File: src/rtl/patternbuf_loader.sv
// Serial load/readback controller for the pattern buffer: streams host bytes
// into the buffer's shift port, returns the displaced contents, and gates PAT writes.
module patternbuf_loader #(
  parameter int buffer_size  = 22,
  parameter int buffer_width = 8
) (
  input  logic                    clk,
  input  logic                    reset,
  input  logic                    load_start,
  input  logic                    load_abort,
  input  logic                    load_valid,
  input  logic [buffer_width-1:0] load_data,
  output logic                    load_ready,
  output logic                    rb_valid,
  output logic [buffer_width-1:0] rb_data,
  output logic                    ssel,
  output logic                    sin,
  input  logic                    sout,
  input  logic                    pat_field_write,
  output logic                    field_write,
  output logic                    pat_write_stall,
  output logic                    busy,
  output logic                    done
);

  localparam int byte_cnt_w = $clog2(buffer_size);
  localparam int bit_cnt_w  = $clog2(buffer_width);
  localparam logic [byte_cnt_w-1:0] last_byte = byte_cnt_w'(buffer_size - 1);
  localparam logic [bit_cnt_w-1:0]  last_bit  = bit_cnt_w'(buffer_width - 1);

  typedef enum logic [1:0] {
    ST_IDLE,
    ST_WAIT_BYTE,
    ST_SHIFT,
    ST_DONE
  } state_e;

  state_e                  state_q, state_d;
  logic [byte_cnt_w-1:0]   byte_cnt_q, byte_cnt_d;
  logic [bit_cnt_w-1:0]    bit_cnt_q, bit_cnt_d;
  logic [buffer_width-1:0] tx_sr_q, tx_sr_d;
  // Only the first width-1 captured bits need storage; the last bit comes
  // straight from sout on the final shift edge.
  logic [buffer_width-2:0] rx_sr_q, rx_sr_d;
  logic [buffer_width-1:0] rx_shift;
  logic [buffer_width-1:0] rb_data_q, rb_data_d;
  logic                    rb_valid_q, rb_valid_d;

  assign rx_shift = {rx_sr_q, sout};

  // NOTE: sequential state uses non-blocking assignments so every register
  // samples the pre-edge value of every other register.
  always_ff @(posedge clk) begin
    if (reset) begin
      state_q    <= ST_IDLE;
      byte_cnt_q <= '0;
      bit_cnt_q  <= '0;
      tx_sr_q    <= '0;
      rx_sr_q    <= '0;
      rb_data_q  <= '0;
      rb_valid_q <= 1'b0;
    end else begin
      state_q    <= state_d;
      byte_cnt_q <= byte_cnt_d;
      bit_cnt_q  <= bit_cnt_d;
      tx_sr_q    <= tx_sr_d;
      rx_sr_q    <= rx_sr_d;
      rb_data_q  <= rb_data_d;
      rb_valid_q <= rb_valid_d;
    end
  end

  // NOTE: every next-state signal gets a default first, so no path through
  // the case statement can leave one unassigned and infer a latch.
  always_comb begin
    state_d    = state_q;
    byte_cnt_d = byte_cnt_q;
    bit_cnt_d  = bit_cnt_q;
    tx_sr_d    = tx_sr_q;
    rx_sr_d    = rx_sr_q;
    rb_data_d  = rb_data_q;
    rb_valid_d = 1'b0;

    if (load_abort) begin
      state_d = ST_IDLE;
    end else begin
      case (state_q)
        ST_IDLE: begin
          if (load_start) begin
            state_d    = ST_WAIT_BYTE;
            byte_cnt_d = '0;
          end
        end
        ST_WAIT_BYTE: begin
          if (load_valid) begin
            tx_sr_d   = load_data;
            bit_cnt_d = '0;
            state_d   = ST_SHIFT;
          end
        end
        ST_SHIFT: begin
          tx_sr_d = {tx_sr_q[buffer_width-2:0], 1'b0};
          rx_sr_d = rx_shift[buffer_width-2:0];
          if (bit_cnt_q == last_bit) begin
            rb_data_d  = rx_shift;
            rb_valid_d = 1'b1;
            byte_cnt_d = byte_cnt_q + byte_cnt_w'(1);
            state_d    = (byte_cnt_q == last_byte) ? ST_DONE : ST_WAIT_BYTE;
          end else begin
            bit_cnt_d = bit_cnt_q + bit_cnt_w'(1);
          end
        end
        ST_DONE: state_d = ST_IDLE;
        default: state_d = ST_IDLE;
      endcase
    end
  end

  assign load_ready      = (state_q == ST_WAIT_BYTE);
  assign ssel            = (state_q == ST_SHIFT);
  assign sin             = ssel & tx_sr_q[buffer_width-1];
  assign busy            = (state_q != ST_IDLE);
  assign done            = (state_q == ST_DONE);
  assign rb_valid        = rb_valid_q;
  assign rb_data         = rb_data_q;
  // Parallel writes only reach the buffer while no shift can be in flight.
  assign field_write     = pat_field_write & ~busy & ~reset;
  assign pat_write_stall = pat_field_write & busy;

endmodule

File: config.mk
export PLATFORM = sky130hd
export DESIGN_NAME = patternbuf_loader
export DESIGN_NICKNAME = d
export VERILOG_FILES = /design/src/rtl/patternbuf_loader.sv
export SDC_FILE = /design/constraint.sdc
export NUM_CORES = 1
export LEC_CHECK = 0
export ABC_CLOCK_PERIOD_IN_PS = 1990
export CELL_PAD_IN_SITES_DETAIL_PLACEMENT = 1
export CELL_PAD_IN_SITES_GLOBAL_PLACEMENT = 1
export CORE_MARGIN = 2
export CORE_UTILIZATION = 30
export CTS_BUF_LIST = sky130_fd_sc_hd__clkbuf_16
export DETAILED_ROUTE_END_ITERATION = 8
export HOLD_SLACK_MARGIN = 0.05
export PLACE_DENSITY_LB_ADDON = 0.1
export SLEW_MARGIN = 20
export SYNTH_ARGS = -nofsm -noshare
export SYNTH_HDL_FRONTEND = slang
export SYNTH_SLANG_ARGS = --single-unit
File: constraint.sdc
create_clock -name clk -period 1.99 [get_ports clk]
set_clock_uncertainty 0.15 [all_clocks]
set_input_delay 0.398 -clock clk [delete_from_list [all_inputs] [get_ports clk]]
set_output_delay 0.398 -clock clk [all_outputs]
set_load 0.005 [all_outputs]
---- Yosys cells after proc, flatten, opt, wreduce, memory -nomap -nowiden ----
Cells that the tools add are included.
cells by class
  add/subtract/negate cells ............... 2
  eq/ne operators ......................... 9
  mux-type cells .......................... 14
  bitwise operators ....................... 8
  reductions and logical operators ........ 12
operator list
  kind                                                             number
  8-bit case mux with 2 select lines                               1
  5-bit two-way mux                                                2
  5-bit case mux with 2 select lines                               1
  3-bit AND reduction                                              3
  2-bit two-way mux                                                4
  8-bit two-way mux                                                1
  2-bit case mux with 4 select lines                               1
  4-bit AND reduction                                              2
  3-bit two-way mux                                                2
  2-bit != test, second input constant                             3
  3-bit case mux with 2 select lines                               1
  2-bit nonzero test                                               3
  5-bit by 1-bit adder with 5-bit output, second input constant    1
  5-bit == test, second input constant                             1
  1-bit bitwise AND                                                4
  2-bit == test, second input constant                             2
  1-bit NOT                                                        4
  3-bit by 1-bit adder with 3-bit output, second input constant    1
  3-bit == test, second input constant                             1
  3-bit OR reduction                                               1
  2-bit by 1-bit == test with 1-bit output, second input constant  1
  2-bit zero test                                                  1
  2-bit by 1-bit != test with 1-bit output, second input constant  1
  2-bit AND reduction                                              1
  2 further kinds                                                  2
storage, ports and cells
  register bits ........................... 34
  output and inout bits ................... 16
  logic and storage cells ................. 52

---- Longest topological paths before layout ----
  depth in word-level cells ............... 4
  gate-level depth with buffers ........... 7
  depth with buffers taken out ............ 6

---- Least setup slack after synthesis ----
Ideal clock, no wire load.
  path kind ............................... register -> register
  start point ............................. reg state_q[1]
  end point ............................... reg bit_cnt_q[0]
  arrival ................................. 1.503 ns
  required time ........................... 1.712 ns
  setup slack ............................. 0.209 ns
  stages on the path, launching flop included .. 7
  path buffers ............................ 0
  period minus slack after synthesis ...... 1.781 ns
  cell sequence ........................... dfxtp_1 -> inv_1 -> ha_1 -> nor2b_2 -> a2111oi_4 -> mux2i_1 -> nor2_1
between the ends
  cells in the longest elaborated chain, start to end .. 3
RTL lines
  item                                                                       RTL line  source
  start, declared                                                            38        state_e state_q, state_d;
  start signal, assigned                                                     63        state_q <= state_d;
  2-bit == test or 2-bit by 1-bit == test with 1-bit output (tied branches)  87        case (state_q)
  2-bit != test (no line) or 2-bit nonzero test (tied branches)              -
  4-bit AND reduction (no line)                                              -
  end signal, assigned                                                       65        bit_cnt_q <= bit_cnt_d;
  end, declared                                                              40        logic [bit_cnt_w-1:0] bit_cnt_q, bit_cnt_d;
Several ways; a longest one is shown, not always the timed one.
A chain may end at the register's enable or synchronous reset.

---- Worst setup path after layout ----
  start point ............................. reg state_q[0]
  end point ............................... out done
between the ends
  cells in the longest elaborated chain, start to end .. 1
RTL lines
  item           RTL line  source
  2-bit == test  123       assign done = (state_q == ST_DONE);
  end, declared  23        output logic done
Every way passes these cells.

==> run summary <==
Synth Area per Inst: 8.765 µm²
n_diodes: 0
critical path depth: 3
r2r setup slk: 150 ps
Die X: 77.52 µm
final wirelength: 4040 µm
Clock Path Buffers: 2
reg2reg start: state_q[0]$_SDFFE_PP0P_
Inserted Clock Buffers: 5
Critical Path Source Type: flop
#FFs+latches synth: 34
FF-to-FF path depth: 7
drt wl/cell: 13.65 µm
Main synth FF type: dfxtp_1
Sink Count: 34
Vias/cell: 4.791
Max Freq: 512.3 MHz
CTS tree: done
worst hold start: rb_data[2]$_SDFFE_PP0P_
dpl cells: 288
worst skew pair latency: 280 ps
Core Region: 5172 µm²
WP buf/inv: 2
RSZ-0062 raised after global routing: false
pwr dens: 768.4 nW/µm²
period utilization: 0.9810
initial antenna violation count: 0
die span in y: 77.52 µm
Starting Density: 0.3135
Ports: 31
metal1 wirelength: 1797 µm
DR pass1 iterations: 4
FFs w/ async S/R, synth: 0
Worst VDD drop: 0.3438 mV
highest-delay cell along the critical path: clkdlybuf4s50_1
worst hold path class: reg -> reg
Yosys cell types: 30
Crit Path Max Fanout: 5
Layout area overhead: 39.12%
GRT Util Overall: 0.1443
Max Cap Viol: 0
hold endpoint: rb_data[2]$_SDFFE_PP0P_
post-synthesis sequential area ratio: 0.4198
Hold Crit Depth: 2
Lkg Pwr: 0.0008326 µW
Nets: 250
Slew @ Worst Pin: 423.8 ps
post-CTS setup buffers: 0
Post-CTS Hold Fix Bufs: 0
critical path class: reg -> out
Req. time, crit path: 1440 ps
Slew HR: 0.7175
largest net degree at the start of global routing: 35
Detail Route Antenna Nets: 0
Rows: 26
commonest non-fill, non-tap cell in the layout: dfxtp_1
Mapped Area: 1622 µm²
number of synthesized flops with an enable pin: 0
Pins Over Slew Limit: 0
Worst R2R End: byte_cnt_q[3]$_SDFFE_PP0P_
Syn Inst Count: 185
Critical Path End Type: output port
H-tree levels: 2
die area: 6009 µm²
Non-Filler Instances: 296
DR iter-0 viols: 78
DR WL met3: 134 µm
first-pass GRT wire length: 6879 µm
Syn. warnings: 0
status: finished clean
syn nets: 210
via count: 1418
fin crit period: 1952 ps
port buffer count: 30
vias in the first global route: 1460
DRC viols: 0
endpoints failing setup: 0
DPL Wire Length: 2931 µm
gpl congestion: 0.7741
layout cell share with drive strength beyond 1: 0.1593
crit-path cells: buf_4 -> ha_1 -> clkdlybuf4s50_1
most frequent cells in the layout: 33 x dfxtp_1, 26 x nand2_1, 24 x a21oi_1, 24 x clkdlybuf4s50_1, 14 x nand3_1
Clk pin slew, worst setup/hold paths: 60 ps
Finished Core Util: 0.4361
CP delay by family, top: buffers and inverters
Max stage delay on crit path: 490 ps
max layer used: met4
Final Hold Viols: 0
CP Data Arrival Time: 1400 ps
Root Buffer: clkbuf_16
Hold Slack: 304.4 ps
grt ovf: 0
met2 wire length: 2052 µm
## cell families (layout without fill, tap and decap cells)
family / after synthesis / after routing / share of synthesized area
AO/OA/AOI/OAI: 36 / 36 / 0.1451
flip-flops: 34 / 34 / 0.4198
buffers and inverters: 15 / 56 / 0.04012
adder cells (fa/ha/maj): 10 / 10 / 0.07716
AND/OR/NAND/NOR: 81 / 81 / 0.2624
multiplexers: 9 / 9 / 0.05556
## Yosys cell counts, drive strengths merged, types with 2 or more instances
cell,n,area (µm²)
nor3,3,25.02
nand2,26,97.59
clkbuf,6,22.52
nand3,14,70.07
nor2b,8,52.55
nand2b,4,25.02
dfxtp,34,680.7
ha,10,125.1
nor2,14,55.06
a211oi,7,62.56
o21ai,3,15.01
inv,4,15.01
a21oi,24,120.1
nand3b,3,22.52
nor3b,2,26.28
and2,3,18.77
buf,5,27.53
mux2i,9,90.09
## state kept, by name (all words and copies together) (netlist names)
register    cells
tx_sr_q         8
byte_cnt_q      5
rx_sr_q         7
rb_valid        1
bit_cnt_q       3
rb_data         8
state_q         2
## where the power goes
group          switching [µW]  total [µW]  internal, µW
Combinational            70.3         150          79.2
Sequential               5.70         696           691
Clock                     298         888           590
Total                     374        1730          1360
## metal layers
| metal | track usage | vias up |
|---|---|---|
| met1 | 0.1614 | 677 |
| met5 | 0 | - |
| met3 | 0.04767 | 5 |
| li1 | - | 716 |
| met4 | 0.04821 | 0 |
| met2 | 0.2565 | 20 |
## metrics by stage
step / instance area [µm²] / total power [µW] / setup TNS, ps / setup WS [ps]
after floorplan: 1622 / 790.1 / 0 / 209.3
after global placement: 2077 / 858.9 / -151.3 / -115.8
after detailed placement: 2077 / 864.5 / -297.9 / -175.1
after CTS: 2245 / 1767 / 0 / 10.17
after global routing: 2256 / 1814 / 0 / 3.418
final: 2256 / 1733 / 0 / 37.88
## worst max-delay path by stage
stage / slack (ps) / endpoint / startpoint
floorplan: 210 / bit_cnt_q[0]$_SDFFE_PP0P_ / state_q[1]$_SDFFE_PP0P_
global placement: -120 / field_write / pat_field_write
detailed placement: -180 / field_write / pat_field_write
CTS: 10 / load_ready / state_q[1]$_SDFFE_PP0P_
global route: 3 / done / state_q[0]$_SDFFE_PP0P_
finish: 40 / done / state_q[0]$_SDFFE_PP0P_
## repair_timing
action | CTS | global route
gates resized for setup | 9 | 4
pin swaps | 0 | 2
endpoints found under the setup margin | 6 | 4
## tightest hold or removal path: stages (launching register included)
cell and delay (ps):
dfxtp_1 310, nand2_1 50, a21oi_1 50
## layout make-up
class	count	area [µm²]
clock buffers	5	125.1
clock inverters	3	45.04
fillers	603	2917
inverters	4	15.01
multi-input cells	136	883.3
flip-flops and latches	34	684.4
well taps	70	87.58
repair buffers	44	415.4
(Power assumes the default switching activity.)
